**src/rtl/receiver_module_pkg.sv**
```systemverilog
// Shared types for the UART receive path: bit-FSM state encoding and AES block width.
// No logic; imported by the UART receiver and the block assembler.
package receiver_module_pkg;

    localparam int BLOCK_W = 128;

    typedef enum logic [1:0] {
        UART_IDLE  = 2'd0,
        UART_START = 2'd1,
        UART_DATA  = 2'd2,
        UART_STOP  = 2'd3
    } uart_state_e;

endpackage

```
**src/rtl/receiver_module_uart_receiver.sv**
```systemverilog
// 8N1 UART receiver: 2-flop synchroniser plus mid-bit sampling FSM; byte_done/frame_error pulse
// on the stop-bit sample. Never stalls: the line cannot be backpressured.
module UART_receiver
    import receiver_module_pkg::*;
#(
    parameter int CLKS_PER_BIT = 434
) (
    input  logic       clk_i,
    input  logic       reset_i,
    input  logic       rx_i,
    output logic [7:0] rx_byte_o,
    output logic       byte_done_o,
    output logic       frame_error_o,
    output logic       idle_o
);

    localparam int                CNT_W    = $clog2(CLKS_PER_BIT);
    localparam logic [CNT_W-1:0]  CNT_LAST = CNT_W'(CLKS_PER_BIT - 1);
    localparam logic [CNT_W-1:0]  CNT_HALF = CNT_W'(CLKS_PER_BIT / 2 - 1);

    uart_state_e      state_q, state_d;
    logic [CNT_W-1:0] cnt_q, cnt_d;
    logic [2:0]       bit_idx_q, bit_idx_d;
    logic [7:0]       shift_q, shift_d;
    logic             rx_meta_q, rxs_q;
    logic             bit_tick;

    always_ff @(posedge clk_i) begin
        if (reset_i) begin
            rx_meta_q <= 1'b1;
            rxs_q     <= 1'b1;
        end else begin
            rx_meta_q <= rx_i;
            rxs_q     <= rx_meta_q;
        end
    end

    always_ff @(posedge clk_i) begin
        if (reset_i) begin
            state_q   <= UART_IDLE;
            cnt_q     <= '0;
            bit_idx_q <= '0;
            shift_q   <= '0;
        end else begin
            state_q   <= state_d;
            cnt_q     <= cnt_d;
            bit_idx_q <= bit_idx_d;
            shift_q   <= shift_d;
        end
    end

    assign bit_tick = (cnt_q == CNT_LAST);

    always_comb begin
        state_d   = state_q;
        cnt_d     = cnt_q + 1'b1;
        bit_idx_d = bit_idx_q;
        shift_d   = shift_q;
        unique case (state_q)
            UART_IDLE: begin
                cnt_d = '0;
                if (!rxs_q) state_d = UART_START;
            end
            UART_START: begin
                // Half a bit in: a line that is high again was only a glitch.
                if (cnt_q == CNT_HALF) begin
                    cnt_d     = '0;
                    bit_idx_d = '0;
                    state_d   = rxs_q ? UART_IDLE : UART_DATA;
                end
            end
            UART_DATA: begin
                if (bit_tick) begin
                    cnt_d     = '0;
                    shift_d   = {rxs_q, shift_q[7:1]};
                    bit_idx_d = bit_idx_q + 1'b1;
                    if (bit_idx_q == 3'd7) state_d = UART_STOP;
                end
            end
            UART_STOP: begin
                if (bit_tick) begin
                    cnt_d   = '0;
                    state_d = UART_IDLE;
                end
            end
            default: state_d = UART_IDLE;
        endcase
    end

    always_comb begin
        byte_done_o   = (state_q == UART_STOP) && bit_tick &&  rxs_q;
        frame_error_o = (state_q == UART_STOP) && bit_tick && !rxs_q;
        idle_o        = (state_q == UART_IDLE);
    end

    assign rx_byte_o = shift_q;

endmodule

```
**src/rtl/receiver_module.sv**
```systemverilog
// UART-to-AES block assembler: packs BYTES_PER_BLK bytes into a held block; valid rises 1 clk after
// the last byte_done. A held block never stalls the UART; a block finishing while held is dropped (overflow).
module receiver_module
    import receiver_module_pkg::*;
#(
    parameter int CLKS_PER_BIT  = 434,
    parameter int BYTES_PER_BLK = BLOCK_W / 8,
    parameter int IDLE_TIMEOUT  = 65535
) (
    input  logic                       clk,
    input  logic                       reset,
    input  logic                       rx,
    output logic [8*BYTES_PER_BLK-1:0] block_UART_rx_to_aes,
    output logic                       block_valid,
    input  logic                       read_en,
    output logic                       overflow,
    output logic                       frame_error
);

    localparam int               BLK_W   = 8 * BYTES_PER_BLK;
    localparam int               BCW     = (BYTES_PER_BLK > 1) ? $clog2(BYTES_PER_BLK) : 1;
    localparam int               IDW     = $clog2(IDLE_TIMEOUT + 1);
    localparam logic [BCW-1:0]   BC_LAST = BCW'(BYTES_PER_BLK - 1);
    localparam logic [IDW-1:0]   ID_LAST = IDW'(IDLE_TIMEOUT);

    logic [7:0]       rx_byte;
    logic             byte_done;
    logic             uart_idle;

    logic [BCW-1:0]   byte_cnt_q, byte_cnt_d;
    logic [BLK_W-1:0] shadow_q, shadow_d;
    logic [BLK_W-1:0] data_q, data_d;
    logic             valid_q, valid_d;
    logic             overflow_q, overflow_d;
    logic [IDW-1:0]   idle_cnt_q, idle_cnt_d;

    UART_receiver #(
        .CLKS_PER_BIT (CLKS_PER_BIT)
    ) u_uart_rx (
        .clk_i         (clk),
        .reset_i       (reset),
        .rx_i          (rx),
        .rx_byte_o     (rx_byte),
        .byte_done_o   (byte_done),
        .frame_error_o (frame_error),
        .idle_o        (uart_idle)
    );

    always_ff @(posedge clk) begin
        if (reset) begin
            byte_cnt_q <= '0;
            shadow_q   <= '0;
            data_q     <= '0;
            valid_q    <= 1'b0;
            overflow_q <= 1'b0;
            idle_cnt_q <= '0;
        end else begin
            byte_cnt_q <= byte_cnt_d;
            shadow_q   <= shadow_d;
            data_q     <= data_d;
            valid_q    <= valid_d;
            overflow_q <= overflow_d;
            idle_cnt_q <= idle_cnt_d;
        end
    end

    always_comb begin
        byte_cnt_d = byte_cnt_q;
        shadow_d   = shadow_q;
        data_d     = data_q;
        valid_d    = valid_q;
        overflow_d = overflow_q;
        idle_cnt_d = idle_cnt_q;

        if (valid_q && read_en) valid_d = 1'b0;

        if (byte_done) begin
            idle_cnt_d = '0;
            for (int k = 0; k < BYTES_PER_BLK; k++) begin
                if (byte_cnt_q == BCW'(k)) shadow_d[BLK_W-1-8*k -: 8] = rx_byte;
            end
            if (byte_cnt_q == BC_LAST) begin
                byte_cnt_d = '0;
                // An ack landing on the completion cycle frees the output for the new block.
                if (!valid_q || read_en) begin
                    data_d  = shadow_d;
                    valid_d = 1'b1;
                end else begin
                    overflow_d = 1'b1;
                end
            end else begin
                byte_cnt_d = byte_cnt_q + 1'b1;
            end
        end else if (uart_idle) begin
            if (idle_cnt_q == ID_LAST) begin
                if (byte_cnt_q != '0) byte_cnt_d = '0;
            end else begin
                idle_cnt_d = idle_cnt_q + 1'b1;
            end
        end
    end

    assign block_UART_rx_to_aes = data_q;
    assign block_valid          = valid_q;
    assign overflow             = overflow_q;

endmodule

```
**config.mk**
```make
export PLATFORM = sky130hd
export DESIGN_NAME = receiver_module
export DESIGN_NICKNAME = d
export VERILOG_FILES = /design/src/rtl/receiver_module_pkg.sv /design/src/rtl/receiver_module_uart_receiver.sv /design/src/rtl/receiver_module.sv
export SDC_FILE = /design/constraint.sdc
export NUM_CORES = 1
export LEC_CHECK = 0
export ABC_AREA = 1
export ABC_CLOCK_PERIOD_IN_PS = 2400
export CAP_MARGIN = 40
export CORE_ASPECT_RATIO = 1.5
export CORE_UTILIZATION = 55
export DETAILED_ROUTE_END_ITERATION = 10
export PLACE_DENSITY = 0.77
export SLEW_MARGIN = 0
export SYNTH_ARGS = -nofsm -noshare
export SYNTH_HDL_FRONTEND = slang
export SYNTH_SLANG_ARGS = --single-unit
```
**constraint.sdc**
```tcl
create_clock -name clk -period 2.4 [get_ports clk]
set_input_delay 0.6 -clock clk [delete_from_list [all_inputs] [get_ports clk]]
set_output_delay 0.6 -clock clk [all_outputs]
set_load 0.02 [all_outputs]
```
==> results.md <==
* Placer Congestion at 0.870
* Area growth, synth to finish at 18.0%
* Fillcell total at 2166
* DR iter-0 viols at 1096
* N_diodes at 0
* Final period util at 95.9%
* Hpwl dp at about 22000 um
* H-tree level count at 1
* Clock share of power at 44.4%
* Synth Warn # at 0
* Mean Syn Cell Area at 6.80 um2
* Final hold violation count at 0
* Internal power at 7.61 mW
* Die Wd at 131 um
* Compound-Gate Fraction of Synth Area at 11.6%
* Fin. max-slew vios at 0
* Met3 Wirelength at 1590 um
* Pin count of the biggest net entering global routing at 123
* Vias in the first global route at 11800
* Peak VDD IR at 0.634 mV
* Routed wl met2 at 17100 um
* Comb pwr share at approximately 3.5%
* Count of cell types in the netlist at 31
* Pre-CTS setup slack at 0.127 ns
* Commonest non-fill, non-tap cell in the layout: nand2_1
* Wire length per cell at 14.3 um
* HP Class: register to register
* Top layer in use: met4
* First-pass GRT wire length at approximately 55000 um
* M1 WL at about 14000 um
* Top delay family on crit path: simple AND/OR/NAND/NOR gates
* Clock sinks at slightly above 300
* Grt ovf at 0
* Antenna violations before repair at 0
* Synthesized-area fraction occupied by adder cells at 0.917%
* Post-Syn Instances at around 2000
* CP endpoint kind: output port
* CP max stage cell: dfxtp_1
* Placed Instance Area at between 15000 and 20000 um2
* CTS Buf Count at 28
* Crit path time final at 2.30 ns
* Clk buf depth at 3
* Most frequent CP cell: nor2_2
* Critical path, cell by cell: inv_2, ha_2, nand2_1, nor2_2, nand4_1, nor2_2, buf_6
* Critical Setup Path Class: register to output port
* Share of layout cells above drive strength 1 at 4.86%
* P_leak at 6.72 nW
* DRC Markers at 0
* Power per standard cell area at 604 nW/um2
* FMAX at 0.435 GHz
* Max_slew headroom at 41.1%
* Post-Syn Area at 13600 um2
* Maxcap violations at 0
* Multi-input logic area at 6340 um2
* Switching fraction of total power at 21.7%
* Setup slack after layout at 0.0989 ns
* Setup crit start kind: register
* Chip Height at 195 um
* Buf/Inv on CP at 2
* EDFF count, synth at 0
* Design Area, Final at 16100 um2
* Worst slew pin tran at 0.882 ns
* Root Driver: clkbuf_16
* DIE AREA at about 25000 um2
* # IOs at 135
* Total track usage at 26.7%
* Mapped Nets at 2019
* Total Wirelength at roughly 34000 um
* Worst Setup SP: u_uart_rx.cnt_q[1]
* Largest family of logic cells by synthesized area: simple AND/OR/NAND/NOR gates
* Via-to-Cell Ratio at 5.36
* Core Rows at 70
* Hold Crit Start: u_uart_rx.rx_meta_q
* Initial core utilization at 56.0%
* Yosys reg bits at 302
* Setup violations, final at 0
* Switch Pwr at 2.12 mW
* Post-synth ARST share at 0%
* PortBufs at 134
* CTS tree: yes
* Most frequent cells in the layout: nand2_1 (585), nor2_1 (303), dfxtp_1 (301)
* Outcome: finished clean
* FF-to-FF Start: byte_cnt_q[1]
* Part of the power in registers at 52.1%
* Worst EP required at 1.80 ns
* Post-synthesis sequential area ratio at 44.3%
* Max FO, Critical Path at 3
* Arr. time, crit path at approximately 1.7 ns
* CTS clk-pin slew, worst paths at 0.06 ns
* DR vias at ~13000
* Ys flop type: dfxtp_1
* Drt pass-1 iters at 7
* Area of the core at 24300 um2
* Nets@finish at 2078
* Storage cell area at 6050 um2
* Post-Synth XOR/XNOR Area at 0.770%
* Mux contribution to synthesized area at 0%
* Clk Latency, worst-skew pair at between 0.5 and 0.6 ns
* Slowest Stage Delay on Critical Path at around 0.33 ns
* Worst Clk Skew at 0.0171 ns
* Routed Antenna Nets at 0
* Post-Synth Simple-Gate Area at 32.9%
-- worst paths after layout --
path | endpoint | slack [ns] | cells past startpoint
setup / recovery | frame_error | 0.1 | 7
hold / removal | u_uart_rx.rxs_q | 0.42 | 1
setup reg to reg | block_UART_rx_to_aes[38] | 0.25 | 8
hold reg to reg | u_uart_rx.rxs_q | 0.42 | 1
-- cells by family after synthesis --
family / count (synthesis)
DFF: 302
xor gates and xnor gates: 12
AOI/OAI and AO/OA: 296
and+or+nand+nor: 1077
adders and majority gates: 10
buffers and inverters: 308
-- metal layers --
layer	vias to the layer above	GRT usage, %
li1	6527	-
met1	5907	31.2
met2	352	47.4
met3	93	3.25
met4	0	13.0
met5	-	0
-- registers in the layout (all words and copies together), names as in the netlist, named ones only --
name,flops
block_UART_rx_to_aes,128
overflow,1
byte_cnt_q,4
u_uart_rx.state_q,1
block_valid,1
u_uart_rx.bit_idx_q,3
u_uart_rx.rxs_q,1
shadow_q,128
idle_cnt_q,16
u_uart_rx.cnt_q,9
u_uart_rx.rx_byte_o,8
u_uart_rx.rx_meta_q,1
-- cell usage after synthesis (3+ instances only) --
cell type  number  share of area, %
nand2_1       585                16
nor2_1        306               8.4
dfxtp_1       302                44
inv_1         158               4.3
nand4_1       138               6.3
a21oi_1       135               5.0
o21ai_0       133               4.9
clkbuf_1       80               2.2
buf_2          29               1.1
nand3_1        29               1.1
buf_1          22              0.61
o211a_1        16               1.2
buf_6          10              0.83
ha_1           10              0.92
a211oi_1        7              0.39
nor3_1          7              0.26
xor2_1          7              0.45
buf_4           5              0.28
xnor2_1         5              0.32
inv_2           4              0.11
or2_2           4              0.18
nand3b_1        3              0.17
-- metrics by stage --
step | total power [mW] | hold WS (ns) | setup TNS (ns) | cells | util, %
CTS | 9.78 | 0.421 | 0 | 2404 | 66.1
floorplan | 5.43 | 0.389 | 0 | 2005 | -
global route | 10.0 | 0.440 | -0.000279 | 2404 | 66.1
detailed placement | 5.52 | 0.402 | 0 | 2358 | 62.5
finish | 9.73 | 0.420 | 0 | 2404 | 66.1
global placement | 5.50 | 0.396 | 0 | 2357 | 62.4
-- final cells by class --
type,count,share of cell area (%)
tap,324,2.52
timing repair buffer,175,11.3
multi-input combinational,1395,39.4
clock inverter,3,0.288
sequential,302,37.6
inverter,162,3.82
clock buffer,43,5.14
-- worst reg2reg max path, stage by stage (launching register included) --
cell     delay (ns)
dfxtp_1        0.40
ha_1           0.28
nand2_1        0.16
nor2_4         0.21
inv_1          0.14
nor3_4         0.31
buf_12         0.30
nor2_1         0.16
nor2_1         0.10
-- repair_timing --
action	4_1_cts	5_1_grt
endpoints found under the setup margin	1	1
hold buffers	0	0
gates resized for setup	4	7
gates cloned	0	0
pin swaps	0	2
buffers inserted	0	0
-- power groups by stage --
stage	sequential [mW]	clock, mW	combinational, mW
after floorplan	5.16	0	0.263
after global placement	5.18	0	0.326
after detailed placement	5.18	0	0.336
after CTS	5.07	4.38	0.340
after global routing	5.07	4.58	0.386
final	5.07	4.32	0.341
No activity file was read; power rests on OpenSTA's default activity.
